==> src/rtl/panda_mem_load_seq.sv <==
// Load sequencer feeding the PANDA engine: walks the memory regions in select order,
// requests each non-empty one from the streamer and writes the returned words.
// Optional PANDA_LOAD_SEQ_STALL_EN adds mem_stall_i back-pressure from the accelerator memory.
module panda_mem_load_seq #(
  parameter int unsigned DW   = 32,
  parameter int unsigned AW   = 16,
  parameter int unsigned NW   = 16,
  parameter int unsigned NREG = 7
) (
  input  logic                 clk_i,
  input  logic                 rst_ni,
  input  logic                 clear_i,
  input  logic                 start_i,
  input  logic [NREG*NW-1:0]   region_n_i,
  input  logic [NREG*32-1:0]   region_daddr_i,
  input  logic [NREG*AW-1:0]   region_aaddr_i,
  output logic                 src_req_o,
  output logic [31:0]          src_addr_o,
  output logic [NW-1:0]        src_len_o,
  input  logic [DW-1:0]        data_i,
  input  logic                 data_valid_i,
  output logic                 data_ready_o,
`ifdef PANDA_LOAD_SEQ_STALL_EN
  input  logic                 mem_stall_i,
`endif
  output logic [2:0]           mem_sel_o,
  output logic                 mem_wr_en_o,
  output logic [AW-1:0]        mem_addr_o,
  output logic [DW-1:0]        mem_wdata_o,
  output logic                 busy_o,
  output logic                 done_o
);

  localparam int unsigned   RW   = $clog2(NREG + 1);
  localparam logic [RW-1:0] LAST = RW'(NREG);

  typedef enum logic [2:0] {S_IDLE, S_SCAN, S_REQ, S_XFER, S_DONE} state_t;

  state_t          state_q, state_d;
  logic [RW-1:0]   r_q;
  logic [NW-1:0]   cnt_q, len_q;
  logic [31:0]     daddr_q;
  logic [AW-1:0]   aaddr_q;
  logic [NW-1:0]   cur_n;
  logic [31:0]     cur_daddr;
  logic [AW-1:0]   cur_aaddr;
  logic            stall, beat, last_beat;
  logic            wr_en_q;
  logic [2:0]      wr_sel_q;
  logic [AW-1:0]   wr_addr_q;
  logic [DW-1:0]   wr_data_q;

`ifdef PANDA_LOAD_SEQ_STALL_EN
  assign stall = mem_stall_i;
`else
  assign stall = 1'b0;
`endif

  // Region r fields; r == NREG selects nothing and is only used for the terminal SCAN.
  always_comb begin
    cur_n     = '0;
    cur_daddr = '0;
    cur_aaddr = '0;
    for (int unsigned i = 0; i < NREG; i++) begin
      if (r_q == RW'(i)) begin
        cur_n     = region_n_i[i*NW +: NW];
        cur_daddr = region_daddr_i[i*32 +: 32];
        cur_aaddr = region_aaddr_i[i*AW +: AW];
      end
    end
  end

  assign beat      = (state_q == S_XFER) && data_valid_i && !stall;
  assign last_beat = beat && (cnt_q == len_q - NW'(1));

  always_ff @(posedge clk_i or negedge rst_ni) begin
    if (!rst_ni)      state_q <= S_IDLE;
    else if (clear_i) state_q <= S_IDLE;
    else              state_q <= state_d;
  end

  always_comb begin
    state_d = state_q;
    unique case (state_q)
      S_IDLE: if (start_i) state_d = S_SCAN;
      S_SCAN: begin
        if (r_q == LAST)     state_d = S_DONE;
        else if (cur_n != '0) state_d = S_REQ;
      end
      S_REQ:  state_d = S_XFER;
      S_XFER: if (last_beat) state_d = S_SCAN;
      S_DONE: state_d = S_IDLE;
      default: state_d = S_IDLE;
    endcase
  end

  always_comb begin
    src_req_o    = (state_q == S_REQ);
    src_addr_o   = '0;
    src_len_o    = '0;
    if (state_q == S_REQ || state_q == S_XFER) begin
      src_addr_o = daddr_q;
      src_len_o  = len_q;
    end
    data_ready_o = (state_q == S_XFER) && !stall;
    busy_o       = (state_q != S_IDLE);
    done_o       = (state_q == S_DONE);
  end

  always_ff @(posedge clk_i or negedge rst_ni) begin
    if (!rst_ni) begin
      r_q     <= '0;
      cnt_q   <= '0;
      len_q   <= '0;
      daddr_q <= '0;
      aaddr_q <= '0;
    end else if (clear_i) begin
      r_q     <= '0;
      cnt_q   <= '0;
      len_q   <= '0;
      daddr_q <= '0;
      aaddr_q <= '0;
    end else begin
      unique case (state_q)
        S_IDLE: if (start_i) r_q <= '0;
        S_SCAN: begin
          if (r_q != LAST) begin
            if (cur_n == '0) begin
              r_q <= r_q + 1'b1;
            end else begin
              len_q   <= cur_n;
              daddr_q <= cur_daddr;
              aaddr_q <= cur_aaddr;
            end
          end
        end
        S_REQ:  cnt_q <= '0;
        S_XFER: begin
          if (last_beat) r_q   <= r_q + 1'b1;
          else if (beat) cnt_q <= cnt_q + 1'b1;
        end
        default: ;
      endcase
    end
  end

  // Write stage: one cycle behind the accepted beat; frozen as a whole while stalled.
  always_ff @(posedge clk_i or negedge rst_ni) begin
    if (!rst_ni) begin
      wr_en_q   <= 1'b0;
      wr_sel_q  <= 3'd7;
      wr_addr_q <= '0;
      wr_data_q <= '0;
    end else if (clear_i) begin
      wr_en_q   <= 1'b0;
      wr_sel_q  <= 3'd7;
      wr_addr_q <= '0;
      wr_data_q <= '0;
    end else if (!stall) begin
      wr_en_q <= beat;
      if (beat) begin
        wr_sel_q  <= 3'(r_q);
        wr_addr_q <= aaddr_q + AW'(cnt_q);
        wr_data_q <= data_i;
      end else begin
        wr_sel_q  <= 3'd7;
      end
    end
  end

  assign mem_wr_en_o = wr_en_q;
  assign mem_sel_o   = wr_sel_q;
  assign mem_addr_o  = wr_addr_q;
  assign mem_wdata_o = wr_data_q;

endmodule

==> config.mk <==
export PLATFORM = sky130hd
export DESIGN_NAME = panda_mem_load_seq
export DESIGN_NICKNAME = d
export VERILOG_FILES = /design/src/rtl/panda_mem_load_seq.sv
export SDC_FILE = /design/constraint.sdc
export NUM_CORES = 1
export LEC_CHECK = 0
export ABC_AREA = 1
export BUFFER_PORTS_ARGS = -buffer_cell sky130_fd_sc_hd__buf_2
export CAP_MARGIN = 20
export CELL_PAD_IN_SITES_DETAIL_PLACEMENT = 0
export CELL_PAD_IN_SITES_GLOBAL_PLACEMENT = 2
export CORE_ASPECT_RATIO = 0.5
export CORE_MARGIN = 3
export CORE_UTILIZATION = 25
export DETAILED_ROUTE_END_ITERATION = 10
export HOLD_SLACK_MARGIN = 0.15
export MAX_ROUTING_LAYER = met4
export PLACE_DENSITY_LB_ADDON = 0.1
export SLEW_MARGIN = 5
export SYNTH_ARGS = -nofsm -noshare
export SYNTH_HDL_FRONTEND = slang
export SYNTH_SLANG_ARGS = --single-unit
==> constraint.sdc <==
create_clock -name clk_i -period 6.1 [get_ports clk_i]
set_input_delay 0 -clock clk_i [delete_from_list [all_inputs] [get_ports clk_i]]
set_output_delay 0 -clock clk_i [all_outputs]
set_load 0.005 [all_outputs]
# Word level (Yosys, flattened, before mapping)
# Index checks and enable logic that the tools add are counted.
[totals] wordCells=110 reg_bits=138 input_bits=485
[op_classes] n_reduce_logical=17 n_addsub=4 n_mux=58 n_eq_ne=21
[op_table] operator="two-way mux 16 bit" count=28
[op_table] operator="two-way mux 32 bit" count=14
[op_table] operator="two-way mux 3 bit" count=12
[op_table] operator="one-hot mux 16 bit (2 select lines)" count=1
[op_table] operator="adder 16 x 1 -> 16 bit (second input constant)" count=1
[op_table] operator="adder 16 bit" count=1
[op_table] operator="equality test 16 bit" count=1
[op_table] operator="zero test 16 bit" count=1
[op_table] operator="nonzero test 16 bit" count=1
[op_table] operator="subtractor 16 x 1 -> 16 bit (second input constant)" count=1
[op_table] operator="equality test 3 bit (second input constant)" count=5
[op_table] operator="inequality test 3 bit (second input constant)" count=5
[op_table] operator="equality test 3 x 2 -> 1 bit (second input constant)" count=4
[op_table] operator="one-hot mux 3 bit (4 select lines)" count=1
[op_table] operator="one-hot mux 3 bit (3 select lines)" count=1
[op_table] operator="AND reduction 3 bit" count=3
[op_table] operator="equality test 3 x 1 -> 1 bit (second input constant)" count=2
[op_table] operator="zero test 3 bit" count=2
[op_table] operator="inequality test 3 x 2 -> 1 bit (second input constant)" count=2
[op_table] operator="nonzero test 2 bit" count=3
[op_table] operator="nonzero test 3 bit" count=2
[op_table] operator="AND reduction 5 bit" count=1
[op_table] operator="inequality test 4 bit (second input constant)" count=1
[op_table] operator="nonzero test 4 bit" count=1
[op_table] operator="other kinds (5)" count=6

# Depth between registers and ports, before layout
# Gate-level depths: netlist (run 1).
[depth] ltp_word=13 ltp_mapped=24

# Worst setup path before layout (run 1)
# OpenSTA, ideal clock, no wires.
[synth_path] path_type="reg-to-reg" startpoint="register r_q[2]" endpoint="register r_q[0]" arrival_time_ns=2.739 setup_slack_ns=3.244 synth_period_minus_slack_ns=2.856 required_ns=5.983 stages_incl_launch_ff=25 path_cell_list="dfrtp_1 buf_4 inv_4 buf_2 clkbuf_1 ha_1 inv_1 clkbuf_1 o21ai_0 inv_1 o21ai_1 nand2_1 nand2_1 nand2_1 nand2_1 nand2_1 nor2_1 nand2_1 nor2_1 nand2_1 buf_2 nand2_1 nand2_1 nand2_1 nand2_1"
[synth_via] elab_chain_len=11 word_cells_on_any_way=19 classes_between="9 x eq/ne; 7 x mux; 3 x reduce/logical"
[synth_rtl] item="from (decl)" line_no="40" rtl="logic [RW-1:0] r_q;"
[synth_rtl] item="from (signal assigned)" line_no="129" rtl="r_q <= r_q + 1'b1;"
[synth_rtl] item="from (signal assigned)" line_no="139" rtl="if (last_beat) r_q <= r_q + 1'b1;"
[synth_rtl] item="zero test 3 bit" line_no="65" rtl="if (r_q == RW'(i)) begin"
[synth_rtl] item="two-way mux 16 bit (7 in series)" line_no="65"
[synth_rtl] item="zero test 16 bit" line_no="128" rtl="if (cur_n == '0) begin"
[synth_rtl] item="inequality test 3 bit (no source line)"
[synth_rtl] item="AND reduction 5 bit (no source line) *"
# Every way passes the cells marked *; elsewhere a longest branch is shown, timed or not.
# A chain may end at the register's enable or synchronous reset.

# Final worst setup path (run 1)
[layout_path] startpoint="register r_q[2]" endpoint="register aaddr_q[5]"
[layout_via] elab_chain_len=12 word_cells_on_any_way=30 classes_between="8 x eq/ne; 18 x mux; 4 x reduce/logical"
[layout_rtl] item="branches (longest 12 deep; another with two-way mux 16 bit)"
[layout_rtl] item="to (signal assigned)" line_no="133" rtl="aaddr_q <= cur_aaddr;"
[layout_rtl] item="to (decl)" line_no="43" rtl="logic [AW-1:0] aaddr_q;"
# Parallel ways; which one is timed is not known. The select of a mux whose other input is x is not followed.

==> flow_summary.json, run 1 <==
{
  "slowest_delay_ns": 0.59,
  "path_cells": "inv_4, nand3_1, inv_1, buf_4, nand2_1, nand3_1, o21ai_0, o21ai_0, o21ai_0, a31oi_1, dlygate4sd3_1, nand3_1, nand2_1",
  "htreeDepth": 4,
  "finalCriticalPeriod_ns": 4.56,
  "crit_slowest_cell": "inv_4",
  "hp-class": "primary input to async pin",
  "final-setup-viol-count": 0,
  "viasPerCell": 4.77,
  "outcome": "finished, final reports clean",
  "fin_setup_tns_ns": 0,
  "ys_ff_latch": 138,
  "critPathCaptureType": "flip-flop",
  "routed_wl_mm": 67.5,
  "synthCells": 1977,
  "yosysTopAreaCell": "dfrtp_1",
  "cts_buffers": 17,
  "synth_top_area_share_pct": 28.1,
  "syn-cell-area_mm2": 0.0120,
  "max_slew_margin_pct": 31.6,
  "antenna_found_initial": 31,
  "gp_congestion": 0.981,
  "first_global_vias": 15500,
  "final_antenna_net_count": 0,
  "design.die.area_mm2": 0.0509,
  "start_util_pct": 25.5,
  "synth.avg_cell_area_um2": 6.08,
  "nFillCells": 5283,
  "maxCapViolCount": 0,
  "path_buf_inv": 4,
  "crit_family": "buffers and inverters",
  "hpwl_mm": 53.2,
  "die_w_um": 316,
  "fin_crit_sh_pct": 74.8,
  "grt_usage_pct": 26.3,
  "synth_fp_nets": 2486,
  "worstSkewPairLatency_ns": 0.43,
  "leakage_uw": 0.00934,
  "drt_pass1_iterations": 7,
  "ys.flop_type": "dfrtp_1",
  "p_per_area_mw_per_mm2": 372,
  "worst_slack_ns": 1.54,
  "vias": 15700,
  "drt_iter0_markers": 1353,
  "dp_slack_ns": 1.74,
  "synth.cells.most_frequent": "nand2_1, nor2_1, nand3_1, inv_1, dfrtp_1",
  "async_flop_share_pct": 100,
  "dp_cells": 3085,
  "path_clk_slew_ns": 0.08,
  "synth.yosys.seq_area_share_pct": 28.8,
  "nNetsFinal": 3113,
  "synth-edff-count": 0,
  "die_h_um": 161,
  "ys_types": 39,
  "cts_buffer_depth": 2,
  "fin_worst_skew_ns": 0.0170,
  "avgRoutedWirePerCell_um": 20.5,
  "synth.most_common_cell": "nand2_1",
  "synthTopCellsByArea": "dfrtp_1, nand2_1, nand3_1",
  "area.growth.synth_to_final_pct": 44.8,
  "portBuffers": 588,
  "io_pins": 589,
  "cts.sinks": 138,
  "peakVddDrop_uv": 206,
  "max_freq_mhz": 219,
  "hold_viol_final": 0,
  "cts-root-buf": "clkbuf_16",
  "grt_max_degree": 104,
  "layout-drive-gt1-share_pct": 25.3,
  "path_class": "flip-flop to flip-flop",
  "arrival_ns": 4.93,
  "drc": 0,
  "grt_overflow": 0,
  "slew_violations": 0,
  "cts_tree": "done",
  "fin_hold_ws_ns": 0.129,
  "ys_warn_count": 0,
  "coreArea_mm2": 0.0472,
  "layout.cells.non_filler": 3285,
  "fp-row-count": 56,
  "rsz0062_at_grt": "false",
  "cp-start-kind": "flip-flop",
  "cp_max_fo": 68,
  "grt_pass1_wl_mm": 98.0,
  "worstMarginPinSlew_ns": 1.03,
  "cp.required_ns": 6.47
}
## layout make-up
| cell class | count | area [µm²] | share of cell area (%) |
|---|---|---|---|
| multi-input cells | 1543 | 7390 | 42.4 |
| repair buffers | 745 | 4490 | 25.8 |
| flip-flops and latches | 138 | 3460 | 19.9 |
| well taps | 638 | 798 | 4.59 |
| inverters | 159 | 599 | 3.44 |
| clock buffers | 19 | 453 | 2.60 |
| clock inverters | 13 | 144 | 0.827 |
| diodes | 30 | 75.1 | 0.431 |
## per-stage QoR
step	power [µW]	instance area [µm²]	utilization [%]
2_1_floorplan	3630	12000	-
6_report	6480	17400	36.9
5_1_grt	7050	17400	36.9
3_5_place_dp	5020	15300	32.5
3_3_place_gp	5030	15300	32.5
4_1_cts	6470	17300	36.7
## cells in the final DEF (no fill, tap or decap), drive strengths merged
master	count
xor2	19
nand4	35
nor3b	3
o2111ai	1
fa	1
clkinv	8
o21a	1
nand3	235
nor4	2
clkinvlp	4
nor3	18
o31ai	29
ha	23
nor2	279
nand3b	3
o21ai	145
inv	158
xnor2	6
a22o	34
and2	2
a31oi	13
bufinv	2
dfrtp	135
diode	30
o221a	1
a211oi	1
xnor3	1
clkbuf	19
dfstp	3
nand2	595
a21oi	50
buf	608
o211ai	44
or2	2
dlygate4sd3	137
## flip-flops by register name, summed over array words and instances (netlist names)
register	count
mem_addr_o	16
state_q	3
r_q	3
mem_sel_o	3
daddr_q	32
len_q	16
mem_wdata_o	32
aaddr_q	16
cnt_q	16
mem_wr_en_o	1
## worst register-to-register path, stage by stage (launching register included)
cell           delay, ns
dfrtp_1             0.49
inv_4               0.59
nand3_1             0.50
inv_1               0.33
buf_4               0.48
nand2_1             0.12
nand3_1             0.08
o21ai_0             0.10
o21ai_0             0.58
o21ai_0             0.23
a31oi_1             0.16
dlygate4sd3_1       0.58
nand3_1             0.14
nand2_1             0.11
## logic make-up (layout without fill, tap and decap cells)
| group | Yosys count | in the layout | share of synthesized area [%] |
|---|---|---|---|
| buffers and inverters | 296 | 936 | 10.1 |
| flip-flops | 138 | 138 | 28.8 |
| AND/OR/NAND/NOR | 1174 | 1174 | 40.4 |
| other | 0 | 30 | 0 |
| adder cells (fa/ha/maj) | 24 | 24 | 2.56 |
| AO/OA/AOI/OAI | 319 | 319 | 16.2 |
| XOR/XNOR | 26 | 26 | 2.01 |
## metal layers
metal	vias up	track usage [%]	wire, µm
met5	-	-	0
met4	0	6.68	891
met3	40	3.78	3260
met2	436	40.7	31400
met1	7397	36.0	31900
li1	7783	-	-
## where the power goes
group | switching, µW | leakage, µW | internal [µW]
clock network | 445 | 0.000282 | 627
registers | 195 | 0.00189 | 1110
logic | 2610 | 0.00717 | 1490
## path summary, 6_finish.rpt
check | startpoint | end | slack, ns | depth (start not counted)
max in group asynchronous | rst_ni | state_q[2] | 4.46 | 3
setup / recovery | r_q[2] | aaddr_q[5] | 1.54 | 13
min in group clk_i | region_daddr_i[214] | daddr_q[22] | 0.13 | 5
hold / removal | rst_ni | cnt_q[3] | 0.13 | 2
setup reg to reg | r_q[2] | aaddr_q[5] | 1.54 | 13
hold reg to reg | mem_addr_o[14] | mem_addr_o[14] | 0.47 | 2
## repair_timing
action / in CTS / in global routing
hold endpoints to repair: 160 / 0
endpoints found under the setup margin: 0 / 0
resized for setup: 0 / 0
hold buffers: 137 / 0
setup buffers: 0 / 0
Note: power is estimated with default switching activity, not from simulation.
==> run 2: changes to the inputs <==
CORE_UTILIZATION = 23   (was 25)
clock period = 4.2 ns   (was 6.1 ns; I/O delays follow)
==> flow_summary.json, run 2 (synthesis results as in run 1) <==
{
  "arrival_ns": 4.25,
  "fin_worst_skew_ns": 0.0161,
  "layout-drive-gt1-share_pct": 25.7,
  "hpwl_mm": 54.6,
  "final-setup-viol-count": 0,
  "cp.required_ns": 4.56,
  "htreeDepth": 4,
  "avgRoutedWirePerCell_um": 20.3,
  "cp-start-kind": "flip-flop",
  "antenna_found_initial": 24,
  "cts-root-buf": "clkbuf_16",
  "hold_viol_final": 0,
  "final_antenna_net_count": 0,
  "area.growth.synth_to_final_pct": 47.2,
  "finalCriticalPeriod_ns": 3.89,
  "start_util_pct": 23.6,
  "design.die.area_mm2": 0.0552,
  "total_power_uw": 9610,
  "r2r-start": "r_q[0]",
  "p_per_area_mw_per_mm2": 543,
  "cts_buffers": 17,
  "slew_violations": 0,
  "viasPerCell": 4.66,
  "highest-signal-layer": "met4",
  "outcome": "finished, final reports clean",
  "peakVddDrop_uv": 297,
  "critPathCaptureType": "flip-flop",
  "wl_met3_mm": 3.18,
  "fin_crit_sh_pct": 92.6,
  "rsz0062_at_grt": "false",
  "path_class": "flip-flop to flip-flop",
  "path_clk_slew_ns": 0.06,
  "maxCapViolCount": 0,
  "cts_buffer_depth": 2,
  "grt_pass1_wl_mm": 99.1,
  "reg2reg_slack_ns": 0.31,
  "cp_max_fo": 80,
  "nFillCells": 5872,
  "grt_overflow": 0,
  "max_freq_mhz": 257,
  "die_h_um": 168,
  "coreArea_mm2": 0.0509,
  "fin_hold_ws_ns": 0.145,
  "worstMarginPinSlew_ns": 0.964,
  "r2r-end": "daddr_q[23]",
  "drc": 0,
  "fp-row-count": 58,
  "wl_met2_mm": 32.0,
  "nNetsFinal": 3141,
  "final_util_pct": 34.7,
  "die_w_um": 329,
  "cts_tree": "done",
  "leakage_uw": 0.00949,
  "gp_congestion": 0.958,
  "routed_wl_mm": 68.2,
  "cts.sinks": 138,
  "io_pins": 589,
  "drt_iter0_markers": 1139,
  "first_global_vias": 15500,
  "multi_input_comb_area_mm2": 0.00739,
  "vias": 15700,
  "final_common_cell": "nand2_1",
  "grt_usage_pct": 24.6,
  "seqCellArea_mm2": 0.00346,
  "worstSkewPairLatency_ns": 0.44,
  "crit_start": "r_q[0]",
  "final_cell_mix": "nand2_1, buf_2, nor2_1, nand3_1, inv_1",
  "reg2reg_depth": 13,
  "portBuffers": 588,
  "drt_pass1_iterations": 5,
  "wl_met1_mm": 32.3,
  "hp-class": "primary input to async pin",
  "max_slew_margin_pct": 35.6,
  "grt_max_degree": 89,
  "fin_setup_tns_ns": 0
}
==> run 2: cell count changes in the layout (fill, tap and decap cells not counted), moves of 3 or more <==
| cell | before | now |
|---|---|---|
| buf_4 | 19 | 35 |
| dlygate4sd3_1 | 137 | 148 |
| diode_2 | 30 | 22 |
| clkinvlp_4 | 4 | 0 |
| clkinv_4 | 3 | 6 |
| inv_6 | 2 | 5 |
==> run 2: metal layers <==
| metal | track usage (%) | vias up |
|---|---|---|
| li1 | - | 7833 |
| met4 | 4.80 | 0 |
| met3 | 3.51 | 34 |
| met5 | - | - |
| met2 | 38.6 | 419 |
| met1 | 33.8 | 7368 |
==> run 2: how the worst max path moves through the flow <==
stage	endpoint	slack, ns
6_report	daddr_q[23]	0.31
5_1_grt	daddr_q[6]	0.1
4_1_cts	daddr_q[23]	0.21
3_5_place_dp	daddr_q[7]	0.64
3_3_place_gp	aaddr_q[15]	0.62
2_1_floorplan	r_q[0]	1.34
==> run 2: final cells by class <==
class | instances | area share [%]
multi-input cells | 1543 | 41.8
flip-flops and latches | 138 | 19.5
clock buffers | 18 | 2.48
repair buffers | 773 | 26.7
clock inverters | 14 | 0.912
well taps | 690 | 4.88
inverters | 159 | 3.39
diodes | 22 | 0.311
==> run 2: worst max-delay path, cell delays in order, from the launching register on <==
cell	delay, ns
dfrtp_1	0.43
inv_1	0.10
ha_1	0.26
nand2_4	0.40
buf_6	0.53
nor2_1	0.09
o31ai_1	0.65
nor2_1	0.10
o211ai_1	0.20
o21ai_0	0.10
dlygate4sd3_1	0.59
nor2_1	0.17
nand2_1	0.08
nand2_1	0.07
==> run 2: report_power, final <==
group	internal, µW	switching [µW]	leakage (µW)
registers	1610	296	0.00189
logic	2310	3830	0.00731
clock network	904	654	0.000296
==> run 2: stage by stage <==
stage	instance area (µm²)	setup slack (ns)	cells
finish	17700	0.312	3357
global route	17700	0.0972	3356
CTS	17600	0.213	3335
detailed placement	15500	0.637	3155
global placement	15500	0.623	3155
floorplan	12000	1.34	1977
==> run 2: timing repair <==
action / CTS / global route
resized for setup: 0 / 3
setup endpoints to repair: 0 / 10
hold buffers: 148 / 0
buffers inserted: 0 / 0
endpoints found under the hold margin: 166 / 0
